==> src/rtl/depth_test_unit.sv <==
// depth_test_unit: z-buffer depth test between the fragment interpolators and the blend stage
//  Accepts one fragment at a time (x, y, recoded-FN depth), reads the stored depth at
//  y*SCREEN_W+x, compares it with the depth function captured at accept, optionally
//  writes the passing depth back, and presents the passing fragment downstream.
//  Ports:
//   clk, rst (async, active high), en (0 freezes all state)
//   cfg_depth_func, cfg_depth_wr : depth function / write-back enable, sampled at accept
//   frag_valid/frag_ready, frag_x/y/z : fragment input handshake
//   zb_rd_en, zb_wr_en, zb_addr, zb_wr_data, zb_rd_data : z-buffer port, 1-cycle read latency
//   out_valid/out_ready, out_x/y/z : passed fragment handshake
//   pass_cnt : fragments emitted since reset
module depth_test_unit #(
  parameter int EXP_W    = 8,
  parameter int SIG_W    = 24,
  parameter int X_W      = 10,
  parameter int Y_W      = 10,
  parameter int SCREEN_W = 640,
  parameter int ADDR_W   = 19
) (
  input  logic                 clk,
  input  logic                 rst,
  input  logic                 en,
  input  logic [2:0]           cfg_depth_func,
  input  logic                 cfg_depth_wr,
  input  logic                 frag_valid,
  output logic                 frag_ready,
  input  logic [X_W-1:0]       frag_x,
  input  logic [Y_W-1:0]       frag_y,
  input  logic [EXP_W+SIG_W:0] frag_z,
  output logic                 zb_rd_en,
  output logic                 zb_wr_en,
  output logic [ADDR_W-1:0]    zb_addr,
  output logic [EXP_W+SIG_W:0] zb_wr_data,
  input  logic [EXP_W+SIG_W:0] zb_rd_data,
  output logic                 out_valid,
  input  logic                 out_ready,
  output logic [X_W-1:0]       out_x,
  output logic [Y_W-1:0]       out_y,
  output logic [EXP_W+SIG_W:0] out_z,
  output logic [31:0]          pass_cnt
);
  localparam int W = EXP_W + SIG_W + 1;
  localparam logic [2:0] S_IDLE  = 3'd0;
  localparam logic [2:0] S_READ  = 3'd1;
  localparam logic [2:0] S_CMP   = 3'd2;
  localparam logic [2:0] S_DEC   = 3'd3;
  localparam logic [2:0] S_WRITE = 3'd4;
  localparam logic [2:0] S_EMIT  = 3'd5;
  logic [2:0]        r_state;
  logic [X_W-1:0]    r_x;
  logic [Y_W-1:0]    r_y;
  logic [W-1:0]      r_z;
  logic [ADDR_W-1:0] r_addr;
  logic [2:0]        r_func;
  logic              r_wr;
  logic              r_pass;
  logic [31:0]       r_cnt;
  logic [ADDR_W-1:0] w_addr;
  logic              w_sa, w_sb;
  logic [EXP_W:0]    w_ea, w_eb;
  logic [SIG_W-2:0]  w_ma, w_mb;
  logic              w_nan_a, w_nan_b, w_inf_a, w_inf_b, w_zero_a, w_zero_b;
  logic              w_ordered, w_both_inf, w_both_zero, w_eq_exp, w_lt_mag, w_eq_mag;
  logic              w_olt, w_oeq, w_lt, w_eq, w_gt;
  logic [7:0]        w_func_pass;
  // Address is truncated to ADDR_W; x beyond the row width is the caller's problem.
  assign w_addr = ADDR_W'(frag_y) * ADDR_W'(SCREEN_W) + ADDR_W'(frag_x);
  // Operand a is the fragment depth, b the stored depth.
  assign w_sa = r_z[W-1];
  assign w_ea = r_z[W-2:SIG_W-1];
  assign w_ma = r_z[SIG_W-2:0];
  assign w_sb = zb_rd_data[W-1];
  assign w_eb = zb_rd_data[W-2:SIG_W-1];
  assign w_mb = zb_rd_data[SIG_W-2:0];
  // Recoded exponent top three bits classify the value: 000 zero, 110 infinity, 111 NaN.
  assign w_nan_a  = w_ea[EXP_W -: 3] == 3'b111;
  assign w_nan_b  = w_eb[EXP_W -: 3] == 3'b111;
  assign w_inf_a  = w_ea[EXP_W -: 3] == 3'b110;
  assign w_inf_b  = w_eb[EXP_W -: 3] == 3'b110;
  assign w_zero_a = w_ea[EXP_W -: 3] == 3'b000;
  assign w_zero_b = w_eb[EXP_W -: 3] == 3'b000;
  // Non-special recoded values are magnitude-ordered by {exp, sig} as an unsigned number.
  assign w_ordered   = !w_nan_a && !w_nan_b;
  assign w_both_inf  = w_inf_a && w_inf_b;
  assign w_both_zero = w_zero_a && w_zero_b;
  assign w_eq_exp    = w_ea == w_eb;
  assign w_lt_mag    = (w_ea < w_eb) || (w_eq_exp && (w_ma < w_mb));
  assign w_eq_mag    = w_eq_exp && (w_ma == w_mb);
  assign w_olt = !w_both_zero && ((w_sa && !w_sb) ||
                 (!w_both_inf && ((w_sa && !w_lt_mag && !w_eq_mag) || (!w_sb && w_lt_mag))));
  assign w_oeq = w_both_zero || ((w_sa == w_sb) && (w_both_inf || w_eq_mag));
  assign w_lt  = w_ordered && w_olt;
  assign w_eq  = w_ordered && w_oeq;
  assign w_gt  = w_ordered && !w_olt && !w_oeq;
  // Indexed by depth function code; NaN leaves lt/eq/gt all low, so only NOTEQUAL and ALWAYS pass.
  assign w_func_pass = {1'b1, w_gt | w_eq, ~w_eq, w_gt, w_lt | w_eq, w_eq, w_lt, 1'b0};
  always_ff @(posedge clk or posedge rst) begin
    if (rst) begin
      r_state <= S_IDLE;
      r_x     <= '0;
      r_y     <= '0;
      r_z     <= '0;
      r_addr  <= '0;
      r_func  <= '0;
      r_wr    <= 1'b0;
      r_pass  <= 1'b0;
      r_cnt   <= '0;
    end else if (en) begin
      case (r_state)
        S_IDLE: if (frag_valid) begin
          r_x     <= frag_x;
          r_y     <= frag_y;
          r_z     <= frag_z;
          r_addr  <= w_addr;
          r_func  <= cfg_depth_func;
          r_wr    <= cfg_depth_wr;
          r_state <= S_READ;
        end
        S_READ:  r_state <= S_CMP;
        S_CMP: begin
          r_pass  <= w_func_pass[r_func];
          r_state <= S_DEC;
        end
        S_DEC:   r_state <= !r_pass ? S_IDLE : r_wr ? S_WRITE : S_EMIT;
        S_WRITE: r_state <= S_EMIT;
        S_EMIT: if (out_ready) begin
          r_cnt   <= r_cnt + 32'd1;
          r_state <= S_IDLE;
        end
        default: r_state <= S_IDLE;
      endcase
    end
  end
  assign frag_ready = (r_state == S_IDLE) && !rst;
  assign zb_rd_en   = r_state == S_READ;
  assign zb_wr_en   = r_state == S_WRITE;
  assign out_valid  = r_state == S_EMIT;
  assign zb_addr    = r_addr;
  assign zb_wr_data = r_z;
  assign out_x      = r_x;
  assign out_y      = r_y;
  assign out_z      = r_z;
  assign pass_cnt   = r_cnt;
endmodule
==> config.mk <==
export PLATFORM = sky130hd
export DESIGN_NAME = depth_test_unit
export DESIGN_NICKNAME = d
export VERILOG_FILES = /design/src/rtl/depth_test_unit.sv
export SDC_FILE = /design/constraint.sdc
export NUM_CORES = 1
export LEC_CHECK = 0
export ABC_AREA = 1
export CORE_UTILIZATION = 54
export DETAILED_ROUTE_END_ITERATION = 8
export DONT_BUFFER_PORTS = 1
export HOLD_SLACK_MARGIN = 0.12
export PLACE_DENSITY = 0.65
export SLEW_MARGIN = 20
export SYNTH_ARGS = -nofsm -noshare
export SYNTH_HDL_FRONTEND = slang
export SYNTH_SLANG_ARGS = --single-unit
==> constraint.sdc <==
create_clock -name clk -period 5.75 [get_ports clk]
set_input_delay 0.575 -clock clk [delete_from_list [all_inputs] [get_ports clk]]
set_output_delay 0.575 -clock clk [all_outputs]
set_load 0.05 [all_outputs]
### Word level (Yosys, flattened, before mapping)

Cells that the tools add are included.

| cells by class | value |
|---|---|
| add/sub/neg operators | 2 |
| multipliers | 1 |
| $lt $le $gt $ge | 3 |
| equality and inequality tests | 14 |
| muxes and demuxes | 7 |
| bitwise logic cells | 3 |
| reduce and logical (&&, ||, !) cells | 39 |

Operators by type and width:

| cell | count |
|---|---|
| $add 32x1->32 const B | 1 |
| $eq 23x23->1 | 1 |
| $lt 23x23->1 | 1 |
| $add 19x10->19 | 1 |
| $eq 3x3->1 const B | 6 |
| $pmux 3 s6 | 1 |
| $logic_and 1x1->1 | 17 |
| $mul 10x3->12 const B | 1 |
| $logic_not 1->1 | 10 |
| $eq 9x9->1 | 1 |
| $logic_not 3->1 | 3 |
| $lt 9x9->1 | 1 |
| $mux 3 | 3 |
| $reduce_and 3->1 | 3 |
| $eq 3x2->1 const B | 2 |
| $logic_or 1x1->1 | 5 |
| $lt 3x4->1 const B | 1 |
| $bmux 1 s3 | 1 |
| $eq 3x1->1 const B | 1 |
| $mux 1 | 2 |
| $ne 2x1->1 const B | 1 |
| $ne 2x2->1 const B | 1 |
| $or 1x1->1 | 2 |
| $reduce_and 2->1 | 1 |
| other kinds (2) | 2 |

| storage, ports and cells | value |
|---|---|
| bits in registers | 112 |
| output and inout port bits | 141 |

### Depth between registers and ports, before layout

Gate-level depths: netlist (run 1).

| logic depth | value |
|---|---|
| word-level depth | 16 |
| mapped depth | 19 |
| gate-level depth less buffers | 19 |

### Worst setup path after synthesis (run 1)

OpenSTA, ideal clock, no wires.

| path | value |
|---|---|
| path type | input to register |
| start point | input frag_y[1] |
| end point | register r_addr[17], in the netlist zb_addr[17] |
| arrival | 2.438 ns |
| data required time | 5.615 ns |
| path slack | 3.177 ns |
| stages on the path | 13 |
| buffers on the path | 0 |
| cells stage by stage | ha_1 ha_1 inv_1 fa_1 o21ai_0 nand2_1 nand2_1 a21oi_1 xor2_1 inv_1 nand2_1 xor2_1 o21ai_0 |

| on the way | value |
|---|---|
| cells in the longest elaborated chain, start to end | 2 |

RTL lines:

| what | RTL line | source |
|---|---|---|
| start, declared | 28 | `input logic [Y_W-1:0] frag_y,` |
| $mul 10x3->12 | 67 | `assign w_addr = ADDR_W'(frag_y) * ADDR_W'(SCREEN_W) + ADDR_W'(frag_x);` |
| $add 19x10->19 | 67 |  |
| end signal, assigned | 114 | `r_addr <= w_addr;` |
| end, declared | 53 | `logic [ADDR_W-1:0] r_addr;` |

No other way between the ends.
A chain may end at the register's enable or synchronous reset.

### Worst setup path after layout (run 1)

| path | value |
|---|---|
| start point | register r_z[22], in the netlist out_z[22] |
| end point | register r_pass |

| on the way | value |
|---|---|
| cells in the longest elaborated chain, start to end | 16 |
| elaborated cells between the ends (all ways) | 28 |
| those cells by class | 1 x order compare; 1 x eq/ne; 2 x mux; 3 x bitwise; 21 x reduce/logical |

RTL lines:

| what | RTL line | source |
|---|---|---|
| start, declared | 52 | `logic [W-1:0] r_z;` |
| start signal, assigned | 113 | `r_z <= frag_z;` |
| $lt 23x23->1 | 87 | `assign w_lt_mag = (w_ea < w_eb) \|\| (w_eq_exp && (w_ma < w_mb));` |
| $logic_and 1x1->1 | 87 |  |
| $logic_or 1x1->1 | 87 |  |
| $logic_not 1->1 | 90 | `(!w_both_inf && ((w_sa && !w_lt_mag && !w_eq_mag) \|\| (!w_sb && w_lt_mag))));` |
| $logic_and 1x1->1 (2 in a row) | 90 |  |
| $logic_or 1x1->1 | 90 |  |
| $logic_and 1x1->1 | 90 |  |
| $logic_or 1x1->1 | 89 | `assign w_olt = !w_both_zero && ((w_sa && !w_sb) \|\|` |
| $logic_and 1x1->1 | 89 |  |
| $logic_not 1->1 | 94 | `assign w_gt = w_ordered && !w_olt && !w_oeq;` |
| $logic_and 1x1->1 (2 in a row) | 94 |  |
| $or 1x1->1 | 96 | `assign w_func_pass = {1'b1, w_gt \| w_eq, ~w_eq, w_gt, w_lt \| w_eq, w_eq, w_lt, 1'b0};` |
| $bmux 1 s3 * | 121 | `r_pass <= w_func_pass[r_func];` |
| $mux 1 (not written as such) * | 121 |  |
| end signal, assigned | 121 |  |
| end, declared | 56 | `logic r_pass;` |

Every way passes the cells marked *; elsewhere a longest branch is shown, timed or not. The select of a mux whose other input is x is not followed.

==> flow_summary.toml, run 1 <==
[run_status]
result_of_the_run = "finished, final reports clean"

[worst_setup_path]
cp-start-kind = "flop"
crit_arrival_ns = 2.87
cpMaxStageDelayCell = "dfrtp_1"
critical_path.top_delay_family = "simple AND/OR/NAND/NOR gates"
cpPeakStageDelay_ns = 0.76
worstPathCellList = "ha_1 -> nand2_1 -> nor2_1 -> nand3_1 -> nor2_1 -> nand2_1 -> nand4_1 -> nand2_1 -> nand2_1 -> nand2_1 -> nand2_1 -> nand2_1 -> nand2_1 -> nand2_1 -> nand3_1 -> nand2_1"
path_class = "reg2reg"
worstPathBufferInverterCount = 0
endpoint_kind = "flop"
critPathMostFrequentCell = "nand2_1"
cp_data_required_time_ns = 5.98
worstPathMaxFanout = 4

[clock_tree]
root_buffer = "clkbuf_16"
cts.repair_timing.setup_buffer_count = 0
clkSinkCount = 105
cts_resized = 0
clk_pin_slew_worst_paths_ns = 0.07
cts_tree = "built"
max-clock-path-buffers = 2
cts.htree.levels = 3
holdBufCountCts = 0
cts-buffers-inserted = 9
worst_skew_pair_later_pin_latency_ns = 0.34

[floorplanning]
coreArea_um2 = 11500
die_h_um = 111
fp-row-count = 39
dieWidth_um = 111
initial_core_util = 0.558
ios = 236
fp.dieArea_um2 = 12300

[timing]
post-route-min-period_ns = 2.64
timing.clock.skew_ns = 0.00714
hold_viol = 0
clock.fmax_mhz = 379
tns_ns = 0
maxSlewHeadroom = 0.275
timing_worst_slew_pin_value_ns = 1.09
final-max-slew-violation-count = 0
final-setup-viol-count = 0
fin_hold_ws_ns = 0.115
period_share = 0.459
grt_setup_unrepaired = "no"

[drt]
detail_route.iter0.violations = 202
route.vias.total = 4847
routed_wl_um = 14000
post_drt_via_cell_ratio = 5.32
drtPass1Iterations = 4
ant_nets = 0
route.detailed.wl_per_inst_um = 15.4
drc = 0

[placement]
port_buffers = 0
dp_hpwl_um = 10700
gpl.final_weighted_congestion = 0.843

[synth]
netlist-cell-type-count = 39
synth.yosys.seq_area_share = 0.410
leading_cell_types_by_total_area_after_synthesis = "dfrtp_1 (41%), nand2_1 (16%), ha_1 (10%)"
post-synth-top-area-fraction = 0.410
syn_area_per_cell_um2 = 7.96
syn_nets = 954
synth_top_flop_cell = "dfrtp_1"
synth.top_cells.by_count = "nand2_1 (278), dfrtp_1 (105), inv_1 (100)"
synth_enable_flop_cells = 0
syn-cell-area_um2 = 6400
post_synth_inst_count = 804
synth-async-reset-ratio = 1.00
number_of_warning_messages_in_the_yosys_log = 0
yosys_register_bits = 105
synth_area_leader_cell = "dfrtp_1"
yosys.cell_count.top_type = "nand2_1"

[layout]
diodes = 0
flow.area_growth_from_synthesis_pct = 2.23
post_route_cells_drive_above_1_share = 0.0508
final_net_count = 913

[global_route]
number_of_antenna_violations_at_the_first_check_in_global_routing = 0
largest_net_degree_at_the_start_of_global_routing = 70
wire_length_of_the_first_global_routing_pass_um = 24000
number_of_global_route_vias_before_repair = 4958
overflow = 0
grt_usage = 0.242

[power]
total_power_draw_mw = 3.81
leakage_nw = 3.67
power_density_nw_per_um2 = 581
power.ir.vdd_worst_uv = 507

[hold_path]
hold_crit_class = "in2async"

[flow_run]
maxCapViolCount = 0
==> sequential cells by signal (all words and copies together), names as in the netlist <==
signal,cells
out_x,10
r_wr,1
r_state,3
pass_cnt,32
r_func,3
r_pass,1
zb_addr,12
out_y,10
out_z,33
==> report_power, final <==
| group | internal (mW) | switching, mW | total, mW |
|---|---|---|---|
| logic | 0.284 | 0.474 | 0.758 |
| registers | 0.949 | 1.50 | 2.45 |
| clock network | 0.319 | 0.277 | 0.596 |
| total | 1.55 | 2.25 | 3.81 |
==> cells by family after synthesis <==
kind of cell | synth area share
simple gates | 0.268
compound gates | 0.0471
buf+inv | 0.116
flops | 0.410
xor+xnor | 0.0492
fa+ha+maj | 0.110
==> cell type report <==
cell class              instances  area (um2)
clock inverters                 5        37.5
multi-input cells             542        3040
fillers                      1053        4920
well taps                     143         179
inverters                     102         387
repair buffers                  3        22.5
flip-flops and latches        105        2630
clock buffers                  11         253
==> final timing paths <==
kind                                 from  depth (start not counted)  slack, ns            to
max in group asynchronous             rst                          2       4.39     out_z[19]
worst max register to register  out_z[22]                         16       3.11        r_pass
worst min register to register       r_wr                          2       0.49          r_wr
worst max-delay path            out_z[22]                         16       3.11        r_pass
worst min-delay path                  rst                          1       0.12  pass_cnt[15]
min in group clk                frag_x[2]                          2       0.35      out_x[2]
==> through the flow <==
step	instances	util	setup slack, ns	instance area (um2)
finish	911	0.571	3.11	6550
global route	911	0.571	2.85	6550
CTS	911	0.571	3.10	6550
detailed placement	895	0.546	2.93	6260
global placement	895	0.546	3.03	6260
floorplan	804	-	2.41	6400
==> metal layers <==
| metal | global-route usage | wire (um) | vias to the layer above |
|---|---|---|---|
| li1 | - | - | 2402 |
| met1 | 0.288 | 5900 | 2243 |
| met2 | 0.412 | 6770 | 183 |
| met3 | 0.0793 | 1100 | 19 |
| met4 | 0.0773 | 253 | 0 |
| met5 | 0 | 0 | - |
==> placed cells by master, fill, tap and decap left out, drive strengths merged <==
| cell type | synthesis | routed |
|---|---|---|
| inv | 101 | 102 |
| clkbuf | 14 | 11 |
| nor4 | 7 | 7 |
| nor2 | 47 | 47 |
| a22oi | 1 | 1 |
| dfrtp | 105 | 105 |
| o221ai | 1 | 1 |
| a21oi | 23 | 23 |
| clkinv | 1 | 3 |
| o21a | 1 | 1 |
| nor3 | 10 | 10 |
| a22o | 1 | 1 |
| xnor2 | 11 | 11 |
| or2 | 2 | 2 |
| a21o | 1 | 1 |
| nor3b | 1 | 1 |
| o21ba | 1 | 1 |
| nand2 | 279 | 279 |
| ha | 53 | 53 |
| o31ai | 2 | 2 |
| o22ai | 1 | 1 |
| buf | 41 | 3 |
| o21ai | 23 | 23 |
| fa | 2 | 2 |
| xor2 | 25 | 25 |
| clkinvlp | 0 | 2 |
| nand4 | 19 | 19 |
| nand3b | 1 | 1 |
| nand3 | 30 | 30 |
(Power assumes the default switching activity.)
==> run 2, diff against run 1 <==
PLACE_DENSITY = 0.68   (was 0.65)
clock period = 2.15 ns   (was 5.75 ns; I/O delays follow)
==> flow_summary.toml, run 2 (synthesis gave the netlist of run 1 again) <==
[clock_tree]
clkSinkCount = 105
clk_pin_slew_worst_paths_ns = 0.07
cts.htree.levels = 3
root_buffer = "clkbuf_16"
cts_tree = "built"
worst_skew_pair_later_pin_latency_ns = 0.35
max-clock-path-buffers = 2
cts-buffers-inserted = 9

[global_route]
number_of_antenna_violations_at_the_first_check_in_global_routing = 0
number_of_global_route_vias_before_repair = 5769
groute.layer.met3.usage = 0.0787
global_route_met1_usage = 0.310
overflow = 0
wire_length_of_the_first_global_routing_pass_um = 26700
grt_use_met2 = 0.483
largest_net_degree_at_the_start_of_global_routing = 67
grt-busiest-layer = "met2"
grt_usage = 0.272

[placement]
dp_hpwl_um = 12100
gpl.final_weighted_congestion = 0.902
dpl-instance-area_um2 = 6940
port_buffers = 0

[timing]
timing_worst_slew_pin_value_ns = 0.573
period_share = 0.927
fin_hold_ws_ns = 0.150
clock.fmax_mhz = 502
final-max-slew-violation-count = 0
maxSlewHeadroom = 0.618
hold_viol = 0
post-route-min-period_ns = 1.99
tns_ns = 0
grt_setup_unrepaired = "yes"
final-setup-viol-count = 0
timing.clock.skew_ns = 0.00705

[floorplanning]
ios = 236
fp.dieArea_um2 = 12300
initial_core_util = 0.558
coreArea_um2 = 11500
fp-row-count = 39
die_h_um = 111
dieWidth_um = 111

[layout]
diodes = 0
post_route_cells_drive_above_1_share = 0.152
final_common_cell = "nand2_1"
flow.area_growth_from_synthesis_pct = 23.5
max_reg_flops = 33
finalCoreUtilization = 0.690
total_area_of_multi_input_combinational_cells_um2 = 3110
fillers = 913
most-common-layout-cells = "nand2_1 (276), dfrtp_1 (103), inv_1 (97)"
final_net_count = 1062
ff_latch_area_um2 = 2630
post_layout_instance_area_um2 = 7910

[worst_setup_path]
cp_data_required_time_ns = 2.38
worstPathCellList = "ha_1 -> nand3_1 -> inv_1 -> nand4_1 -> nor4_4 -> nand4_1 -> nor2_2 -> nand3_1 -> xnor2_1"
worstPathMaxFanout = 4
path_class = "reg2reg"
cpMaxStageDelayCell = "dfrtp_2"
critical_path.top_delay_family = "simple AND/OR/NAND/NOR gates"
endpoint_kind = "flop"
r2r_setup_slack_ns = 0.16
cp-start-kind = "flop"
crit_arrival_ns = 2.22
worstPathBufferInverterCount = 1
cpPeakStageDelay_ns = 0.40

[power]
power_density_nw_per_um2 = 1390
total_power_draw_mw = 11.0
leakage_nw = 4.37
power.ir.vdd_worst_uv = 1290

[run_status]
result_of_the_run = "finished, final reports clean"

[flow_run]
maxCapViolCount = 0

[drt]
route.vias.total = 5557
post_drt_via_cell_ratio = 5.24
ant_nets = 0
drtPass1Iterations = 4
route.detailed.wl_per_inst_um = 15.3
detail_route.iter0.violations = 251
drc = 0
routed_wl_um = 16200

[hold_path]
hold_crit_class = "in2reg"
run 2: path summary, 6_finish.rpt:
check,from,depth (start not counted),end
min in group asynchronous,rst,3,pass_cnt[0]
worst min register to register,r_func[1],2,r_func[1]
max in group asynchronous,rst,3,out_x[5]
worst max register to register,pass_cnt[0],9,pass_cnt[28]
worst max-delay path,pass_cnt[0],9,pass_cnt[28]
worst min-delay path,en,3,pass_cnt[1]
run 2: routing by layer:
layer | up-vias | share of wire
li1 | 2712 | -
met1 | 2635 | 0.41
met5 | - | 0
met4 | 0 | 0.015
met3 | 27 | 0.067
met2 | 183 | 0.51
run 2: what timing repair did:
action                                  4_1_cts  5_1_grt
hold endpoints to repair                    164        0
endpoints found under the setup margin        0       38
resized for setup                             0       18
hold buffers                                 61        0
setup buffers                                 0        3
run 2: stage by stage:
step / setup slack (ns) / std cells
floorplan: 0.0240 / 804
global placement: -0.0896 / 980
detailed placement: -0.155 / 980
CTS: 0.0364 / 1057
global route: -0.0706 / 1060
finish: 0.157 / 1060
run 2: worst min-delay path, stage by stage:
cell	delay [ns]
nand3_4	0.12
nand2_1	0.06
nand2_1	0.06
run 2: area by class of cell:
type,instances,share of cell area
inverter,102,0.0490
tap,143,0.0226
clock inverter,6,0.00538
clock buffer,10,0.0289
multi-input combinational,542,0.393
timing repair buffer,152,0.169
sequential,105,0.332
run 2: power breakdown:
| group | total [mW] | switching, mW | internal (mW) |
|---|---|---|---|
| Sequential | 3.82 | 1.21 | 2.61 |
| Clock | 1.53 | 0.740 | 0.791 |
| Combinational | 5.68 | 4.31 | 1.37 |
==> run 3, diff against run 2 <==
CORE_MARGIN = 3   (was default)
REMOVE_ABC_BUFFERS = 1   (was default)
SKIP_CTS_REPAIR_TIMING = 1   (was default)
==> flow_summary.toml, run 3 (synthesis gave the netlist of run 1 again) <==
[run_status]
result_of_the_run = "finished, final reports clean"

[timing]
period_share = 0.944
final-setup-viol-count = 0
fin_hold_ws_ns = 0.142
grt_setup_unrepaired = "yes"
timing.clock.skew_ns = 0.00450
timing_worst_slew_pin_value_ns = 0.528
clock.fmax_mhz = 493
final-max-slew-violation-count = 0
hold_viol = 0
setup_ws_ns = 0.121
post-route-min-period_ns = 2.03
maxSlewHeadroom = 0.646

[drt]
drc = 0
post_drt_via_cell_ratio = 5.18
route.vias.total = 5489
routed_wl_um = 16400
drtPass1Iterations = 4
detail_route.iter0.violations = 269
route.detailed.wl_per_inst_um = 15.5
ant_nets = 0

[worst_setup_path]
cp-start-kind = "flop"
crit_arrival_ns = 2.26
path_class = "reg2reg"
worstPathMaxFanout = 26
worstPathCellList = "nor2_1 -> inv_1 -> nor2_1 -> inv_1 -> nor3_2 -> inv_4 -> buf_12 -> nand2_1 -> o21ai_0"
cp-endpoint = "zb_addr[8]"
reg2reg_depth = 9
r2r_setup_slack_ns = 0.12
cpPeakStageDelay_ns = 0.46
cp_data_required_time_ns = 2.38
endpoint_kind = "flop"
cpMaxStageDelayCell = "dfrtp_1"
worstPathBufferInverterCount = 4
critical_path.top_delay_family = "simple AND/OR/NAND/NOR gates"
cp_num_cells = 9
timing.rr.start = "r_state[0]"
timing.critical_path.from = "r_state[0]"
r2r-end = "zb_addr[8]"

[power]
combPwrFrac = 0.497
power.share.sequential = 0.337
power.ir.vdd_worst_uv = 992
sw_frac_of_total = 0.549
power.clock.fraction = 0.166
power_density_nw_per_um2 = 1420
total_switching_power_mw = 6.21
leakage_nw = 4.43
power.internal_mw = 5.10

[global_route]
largest_net_degree_at_the_start_of_global_routing = 68
grt-busiest-layer = "met2"
number_of_antenna_violations_at_the_first_check_in_global_routing = 0
groute.layer.met3.usage = 0.0705
wire_length_of_the_first_global_routing_pass_um = 25000
grt_usage = 0.237
number_of_global_route_vias_before_repair = 5128
grt_use_met2 = 0.416
overflow = 0
global_route_met1_usage = 0.288

[floorplanning]
dieWidth_um = 115
initial_core_util = 0.556
die_h_um = 115
fp.dieArea_um2 = 13200
ios = 236
coreArea_um2 = 11500
fp-row-count = 39

[layout]
max_reg_flops = 33
final_common_cell = "nand2_1"
final_net_count = 1061
most-common-layout-cells = "nand2_1 (276), dfrtp_1 (105), inv_1 (97)"
flow.area_growth_from_synthesis_pct = 24.1
post_layout_instance_area_um2 = 7950
post_route_cells_drive_above_1_share = 0.146
diodes = 0
fillers = 928

[clock_tree]
cts-buffers-inserted = 9
root_buffer = "clkbuf_16"
clkSinkCount = 105
max-clock-path-buffers = 2
worst_skew_pair_later_pin_latency_ns = 0.35
cts.htree.levels = 3
cts_tree = "built"
clk_pin_slew_worst_paths_ns = 0.07

[placement]
dp_hpwl_um = 11900
gpl.final_weighted_congestion = 0.928
port_buffers = 0
place_worst_setup_slack_ns = -0.217
dpl-instance-area_um2 = 6940

[hold_path]
hold_crit_class = "in2reg"
min_from = "en"

[flow_run]
maxCapViolCount = 0
-- run 3: cell count changes in the layout (fill, tap and decap cells not counted), sizes merged --
| cell | before | now |
|---|---|---|
| bufinv | 0 | 3 |
| buf | 91 | 90 |
| clkbuf | 10 | 9 |
| clkinvlp | 3 | 1 |
-- run 3: tightest hold or removal path, delay by kind of cell --
kind,cells,cell delay (ns)
AND/OR/NAND/NOR,3,0.24
-- run 3: area by class of cell --
cell class,instances,area [um2],area share
Clock buffer,9,225,0.0283
Clock inverter,7,116,0.0146
Inverter,102,389,0.0490
Multi-Input combinational cell,542,3070,0.387
Sequential cell,105,2630,0.331
Tap cell,143,179,0.0225
Timing Repair Buffer,151,1340,0.168
-- run 3: per-layer routing --
| layer | part of all wire | vias to the layer above |
|---|---|---|
| met5 | 0 | - |
| met4 | 0.012 | 0 |
| met3 | 0.070 | 15 |
| met2 | 0.52 | 173 |
| met1 | 0.40 | 2594 |
| li1 | - | 2707 |
-- run 3: metrics by stage --
| step | std cells | setup TNS (ns) | utilization | total power [mW] |
|---|---|---|---|---|
| 6_report | 1059 | 0 | 0.690 | 11.3 |
| 5_1_grt | 1059 | -0.0140 | 0.690 | 12.0 |
| 4_1_cts | 995 | 0 | 0.632 | 11.3 |
| 2_1_floorplan | 749 | -368.72 | - | 8.02 |
| 3_5_place_dp | 979 | -0.586 | 0.602 | 9.33 |
| 3_3_place_gp | 979 | -0.278 | 0.602 | 9.21 |
-- run 3: worst min-delay path by stage --
stage	end	cells after the start
5_1_grt	pass_cnt[1]	3
3_3_place_gp	r_wr	1
4_1_cts	r_func[0]	1
6_report	pass_cnt[1]	3
3_5_place_dp	r_wr	1
2_1_floorplan	r_func[1]	2
-- run 3: power by group through the flow --
stage | clock [mW] | combinational, mW | sequential, mW
after floorplan | 0 | 1.67 | 6.35
after global placement | 0 | 5.39 | 3.82
after detailed placement | 0 | 5.49 | 3.83
after CTS | 1.93 | 5.51 | 3.81
after global routing | 1.99 | 6.09 | 3.89
final | 1.88 | 5.63 | 3.81
